--- config.mk ---
export PLATFORM = sky130hd
export DESIGN_NAME = rfphoenix_vec_alu_sched
export DESIGN_NICKNAME = d
export VERILOG_FILES = /design/src/rtl/rfphoenix_vec_alu_sched.sv
export SDC_FILE = /design/constraint.sdc
export NUM_CORES = 1
export LEC_CHECK = 0
export ABC_AREA = 0
export BUFFER_PORTS_ARGS = -buffer_cell sky130_fd_sc_hd__buf_2
export CORE_ASPECT_RATIO = 0.7
export CORE_MARGIN = 2
export CORE_UTILIZATION = 45
export CTS_CLUSTER_SIZE = 25
export DETAILED_ROUTE_END_ITERATION = 8
export GPL_TIMING_DRIVEN = 0
export PLACE_DENSITY_LB_ADDON = 0.05
export REMOVE_ABC_BUFFERS = 1
export SYNTH_ARGS = -nofsm -noshare
export SYNTH_HDL_FRONTEND = slang
export SYNTH_SLANG_ARGS = --single-unit
export TNS_END_PERCENT = 30
--- constraint.sdc ---
create_clock -name clk_i -period 2.8 [get_ports clk_i]
set_input_delay 0.42 -clock clk_i [delete_from_list [all_inputs] [get_ports clk_i]]
set_output_delay 0.42 -clock clk_i [all_outputs]
set_load 0.1 [all_outputs]
--- src/rtl/rfphoenix_vec_alu_sched.sv ---
// rfphoenix_vec_alu_sched: round-robin issue scheduler for the shared vector ALU.
// Grants one thread per cycle, holds the ALU for multi-cycle ops, and tracks
// results through a LAT-deep {v, tid} pipeline to a tagged writeback strobe.
// Optional feature macro: RFPHOENIX_VALU_PERF_EN adds perf_iss_o / perf_conf_o.
module rfphoenix_vec_alu_sched #(
    parameter int NTHREADS = 4,
    parameter int LAT      = 2,
    parameter int MC_CYC   = 4,
    localparam int TIDW    = $clog2(NTHREADS),
    localparam int CW      = $clog2(MC_CYC)
) (
    input  logic                clk_i,
    input  logic                rst_i,
    input  logic [NTHREADS-1:0] req_i,
    input  logic [NTHREADS-1:0] req_mc_i,
    input  logic [NTHREADS-1:0] flush_i,
    input  logic                wb_stall_i,
    output logic [NTHREADS-1:0] ack_o,
    output logic                iss_v_o,
    output logic [TIDW-1:0]     iss_tid_o,
    output logic                iss_last_o,
    output logic                wb_v_o,
    output logic [TIDW-1:0]     wb_tid_o,
    output logic                busy_o
`ifdef RFPHOENIX_VALU_PERF_EN
    ,
    output logic [31:0]         perf_iss_o,
    output logic [31:0]         perf_conf_o
`endif
);

    typedef enum logic [1:0] {S_IDLE, S_RUN, S_HOLD} state_e;

    state_e                    state_q, state_d;
    logic [TIDW-1:0]           rr_ptr_q, rr_ptr_d;
    logic                      iss_v_q, iss_v_d;
    logic                      iss_last_q, iss_last_d;
    logic [TIDW-1:0]           iss_tid_q, iss_tid_d;
    logic [CW-1:0]             cnt_q, cnt_d;
    logic [LAT-1:0]            pv_q, pv_d;
    logic [LAT-1:0][TIDW-1:0]  pt_q, pt_d;

    logic [NTHREADS-1:0]       elig;
    logic [TIDW-1:0]           scan_idx;
    logic [TIDW-1:0]           win;
    logic                      found;
    logic                      hold_last, kill_iss, hold_abort, can_grant, grant;

    // A flushed thread cannot win arbitration in the same cycle.
    assign elig       = req_i & ~flush_i;
    assign hold_last  = (state_q == S_HOLD) && (cnt_q == CW'(MC_CYC - 1));
    // The op currently on the issue register belongs to a thread being killed.
    assign kill_iss   = iss_v_q && flush_i[iss_tid_q];
    assign hold_abort = (state_q == S_HOLD) && kill_iss;
    // Last hold cycle overlaps the next grant so multi-cycle ops leave no bubble.
    assign can_grant  = !rst_i && !wb_stall_i &&
                        ((state_q != S_HOLD) || hold_last || hold_abort);
    assign grant      = can_grant && found;

    // Round-robin scan upward from rr_ptr with wrap-around.
    always_comb begin
        found    = 1'b0;
        win      = '0;
        scan_idx = '0;
        for (int k = 0; k < NTHREADS; k++) begin
            scan_idx = TIDW'((int'(rr_ptr_q) + k) % NTHREADS);
            if (!found && elig[scan_idx]) begin
                found = 1'b1;
                win   = scan_idx;
            end
        end
    end

    // One-hot combinational acknowledge of the winner.
    always_comb begin
        ack_o = '0;
        if (grant) ack_o[win] = 1'b1;
    end

    // Next-state and issue-register control; a stall freezes everything except kills.
    always_comb begin
        state_d    = state_q;
        rr_ptr_d   = rr_ptr_q;
        iss_v_d    = iss_v_q;
        iss_tid_d  = iss_tid_q;
        iss_last_d = iss_last_q;
        cnt_d      = cnt_q;
        if (grant) begin
            rr_ptr_d  = (win == TIDW'(NTHREADS - 1)) ? '0 : win + 1'b1;
            iss_v_d   = 1'b1;
            iss_tid_d = win;
            cnt_d     = '0;
            if (req_mc_i[win]) begin
                state_d    = S_HOLD;
                iss_last_d = 1'b0;
            end else begin
                state_d    = S_RUN;
                iss_last_d = 1'b1;
            end
        end else if (kill_iss) begin
            state_d    = S_IDLE;
            iss_v_d    = 1'b0;
            iss_last_d = 1'b0;
            cnt_d      = '0;
        end else if (!wb_stall_i) begin
            if ((state_q == S_HOLD) && !hold_last) begin
                cnt_d      = cnt_q + 1'b1;
                iss_last_d = (cnt_q == CW'(MC_CYC - 2));
            end else begin
                state_d    = S_IDLE;
                iss_v_d    = 1'b0;
                iss_last_d = 1'b0;
                cnt_d      = '0;
            end
        end
    end

    // Result pipeline: load on the final issue cycle, shift unless stalled, kill by tid.
    always_comb begin
        pv_d = pv_q;
        pt_d = pt_q;
        if (!wb_stall_i) begin
            pv_d[0] = iss_v_q & iss_last_q;
            pt_d[0] = iss_tid_q;
            for (int k = 1; k < LAT; k++) begin
                pv_d[k] = pv_q[k-1];
                pt_d[k] = pt_q[k-1];
            end
        end
        for (int k = 0; k < LAT; k++) begin
            if (flush_i[pt_d[k]]) pv_d[k] = 1'b0;
        end
    end

    // State, issue and pipeline registers.
    always_ff @(posedge clk_i) begin
        if (rst_i) begin
            state_q    <= S_IDLE;
            rr_ptr_q   <= '0;
            iss_v_q    <= 1'b0;
            iss_tid_q  <= '0;
            iss_last_q <= 1'b0;
            cnt_q      <= '0;
            pv_q       <= '0;
            pt_q       <= '0;
        end else begin
            state_q    <= state_d;
            rr_ptr_q   <= rr_ptr_d;
            iss_v_q    <= iss_v_d;
            iss_tid_q  <= iss_tid_d;
            iss_last_q <= iss_last_d;
            cnt_q      <= cnt_d;
            pv_q       <= pv_d;
            pt_q       <= pt_d;
        end
    end

    assign iss_v_o    = iss_v_q;
    assign iss_tid_o  = iss_tid_q;
    assign iss_last_o = iss_last_q;
    assign wb_v_o     = pv_q[LAT-1];
    assign wb_tid_o   = pt_q[LAT-1];
    assign busy_o     = (state_q != S_IDLE) || (|pv_q);

`ifdef RFPHOENIX_VALU_PERF_EN
    logic [31:0] perf_iss_q, perf_conf_q;

    // Issue-utilisation and contention counters, free-running with wrap.
    always_ff @(posedge clk_i) begin
        if (rst_i) begin
            perf_iss_q  <= '0;
            perf_conf_q <= '0;
        end else begin
            if (iss_v_q && !wb_stall_i) perf_iss_q <= perf_iss_q + 32'd1;
            if (($countones(req_i) >= 2) || ((|req_i) && !grant))
                perf_conf_q <= perf_conf_q + 32'd1;
        end
    end

    assign perf_iss_o  = perf_iss_q;
    assign perf_conf_o = perf_conf_q;
`endif

endmodule

==> results_dict.tcl <==
set metrics [dict create \
    status "complete, no violations" \
    p_leak_nw 0.543 \
    wire_per_inst_um 12.5 \
    rrSetupSlack_ns 0.82 \
    final_hold_viol_count 0 \
    pwr-share-comb_pct 35.5 \
    grt_pass1_vias 794 \
    cp_max_fo 5 \
    wl_um 2230 \
    final-setup-viol-count 0 \
    gp_congestion 0.874 \
    insertion_delay_ns 0.28 \
    cts.sinks 16 \
    synthTopCellsByArea "dfxtp_1 (30%), mux2i_1 (9.4%), ha_1 (7.1%), nor2_1 (4.6%), o211ai_1 (4.2%)" \
    clkPwrFrac_pct 20.8 \
    antenna_found_initial 0 \
    vias 979 \
    grt_max_degree 19 \
    hpwl_um 1790 \
    peakVddDrop_uv 319 \
    p_sw_uw 225 \
    drive_gt1_share_pct 30.6 \
    antennaDiodeCount 0 \
    fp-row-count 14 \
    max_slew.worst_pin.slew_ns 0.550 \
    die_area_sq_um 2770 \
    cts_root_buf "clkbuf_4" \
    route.detailed.drc 0 \
    skew_ns 0.00569 \
    synth.most_common_cell "dfxtp_1" \
    yosysSeqAreaShare_pct 30.2 \
    p_per_area_nw_per_um2 458 \
    dieHeight_um 44.7 \
    postCtsSetupBuffers 0 \
    crit_type "flop to output pin" \
    internal_power_uw 351 \
    core_sq_um 2190 \
    min_path_type "input pin to flop" \
    min_period_over_period_pct 95.4 \
    p_seq_share_pct 43.8 \
    drt_iter0_drc 27 \
    syn_inst 123 \
    h-tree-depth 1 \
    syn-cell-area_sq_um 1060 \
    synth_warnings 0 \
    cap_violations 0 \
    grt_usage_pct 18.5 \
    clk_pin_slew_ns 0.09 \
    die_x_um 62.1 \
    portBuffers 26 \
    required_ns 2.38 \
    synth.distinct_cells 30 \
    synth-seq-cells 16 \
    netSwitchingFraction_pct 39.1 \
    firstDrtPassIters 4 \
    overflow 0 \
    fin_nets 170 \
    antenna_left 0 \
    synth_commonest_cells "dfxtp_1 (16), nor2_1 (13), mux2i_1 (10)" \
    ys_dominant_reg_cell "dfxtp_1" \
    fill_cells 206 \
    avgSynthCellArea_sq_um 8.64 \
    critPathLaunchType "flop" \
    yosysTopAreaCellShare_pct 30.2 \
    async_flop_share_pct 0 \
    final.setup.tns_ns 0 \
    drv_slew 0 \
    cts_inserted_buffers 3 \
    via_per_inst 5.47 \
    setup.worst_path.end_class "output pin" \
    initial_utilization_pct 48.5 \
    cts_tree "built" \
    cp_data_arrival_time_ns 2.25 \
    post-route-util_pct 57.4 \
    synth_top_cell_by_area "dfxtp_1" \
    fmaxAchievable_ghz 0.374 \
    fin_crit_ns 2.67 \
    cts_buffer_depth 2 \
    synth_edf_count 0 \
    area_growth_pct 18.4 \
    slew_headroom_pct 63.0 \
    grt_pass1_wl_um 3820 \
    ios 27 \
]
==> sequential cells by signal, summed over array words and instances (netlist names) <==
register / cells
cnt_q: 2
iss_last_o: 1
iss_tid_o: 2
iss_v_o: 1
pt_q: 2
pv_q: 2
rr_ptr_q: 2
state_q: 2
wb_tid_o: 2
==> cells in the final DEF, fill, tap and decap left out, types with 5 or more instances in the layout <==
| master | count |
|---|---|
| a21oi_1 | 7 |
| buf_2 | 23 |
| dfxtp_1 | 16 |
| ha_1 | 6 |
| inv_1 | 6 |
| mux2i_1 | 10 |
| nand2_1 | 6 |
| nand2b_1 | 6 |
| nor2_1 | 13 |
| nor3_1 | 6 |
| o211ai_1 | 6 |
| o21ai_0 | 5 |
==> logic make-up after synthesis <==
group | share of synthesized area, %
adder cells (fa/ha/maj) | 7.07
multiplexers | 12.6
AND/OR/NAND/NOR | 27.3
flip-flops | 30.2
AO/OA/AOI/OAI | 17.9
buffers and inverters | 4.95
==> worst paths after layout <==
check             depth (start not counted)   startpoint           to
hold reg to reg                           2   state_q[0]   state_q[0]
hold / removal                            2        rst_i  wb_tid_o[0]
setup reg to reg                          7  rr_ptr_q[0]  rr_ptr_q[1]
setup / recovery                          6  rr_ptr_q[0]     ack_o[1]
==> area by class of cell <==
class,instances,area (sq um),share of cell area (%)
inverters,6,22.5,1.79
clock buffers,3,22.5,1.79
well taps,32,40.0,3.18
multi-input cells,96,714,56.8
repair buffers,26,138,10.9
flip-flops and latches,16,320,25.5
==> through the flow <==
step	hold WS (ns)	worst slack (ns)	total power [mW]	cell area, sq um	std cells
6_report	0.483	0.129	0.576	1260	179
5_1_grt	0.491	-0.00323	0.614	1260	179
4_1_cts	0.481	0.00159	0.575	1240	179
3_5_place_dp	0.527	-0.129	0.453	1200	176
3_3_place_gp	0.507	-0.111	0.450	1200	176
2_1_floorplan	0.471	0.0593	0.405	1030	118
==> layer usage <==
layer  vias up  routed length (um)  track usage (%)  share of wire, %
met5         -                   0                0                 0
met4         0                   0             2.55                 0
met3         0                 139             6.43               6.2
met2        32                 939             26.0                42
met1       455                1150             27.8                52
li1        492                   -                -                 -
==> critical path: stages (launching register included) <==
cell     delay (ns)
dfxtp_1        0.34
or3b_2         0.50
nor2b_1        0.18
o32ai_4        0.19
ha_1           0.20
and2_2         0.12
buf_2          0.41
==> timing repair <==
item | in CTS | in global routing
setup endpoints to repair | 4 | 4
gates resized for setup | 3 | 5
gates cloned | 0 | 0
hold buffers | 0 | 0
==> power groups by stage <==
stage	registers (mW)	clock network [mW]	logic (mW)
6_report	0.252	0.120	0.204
5_1_grt	0.254	0.138	0.222
4_1_cts	0.251	0.124	0.200
3_5_place_dp	0.256	0	0.197
3_3_place_gp	0.256	0	0.194
2_1_floorplan	0.288	0	0.117
Note: power is estimated with default switching activity, not from simulation.
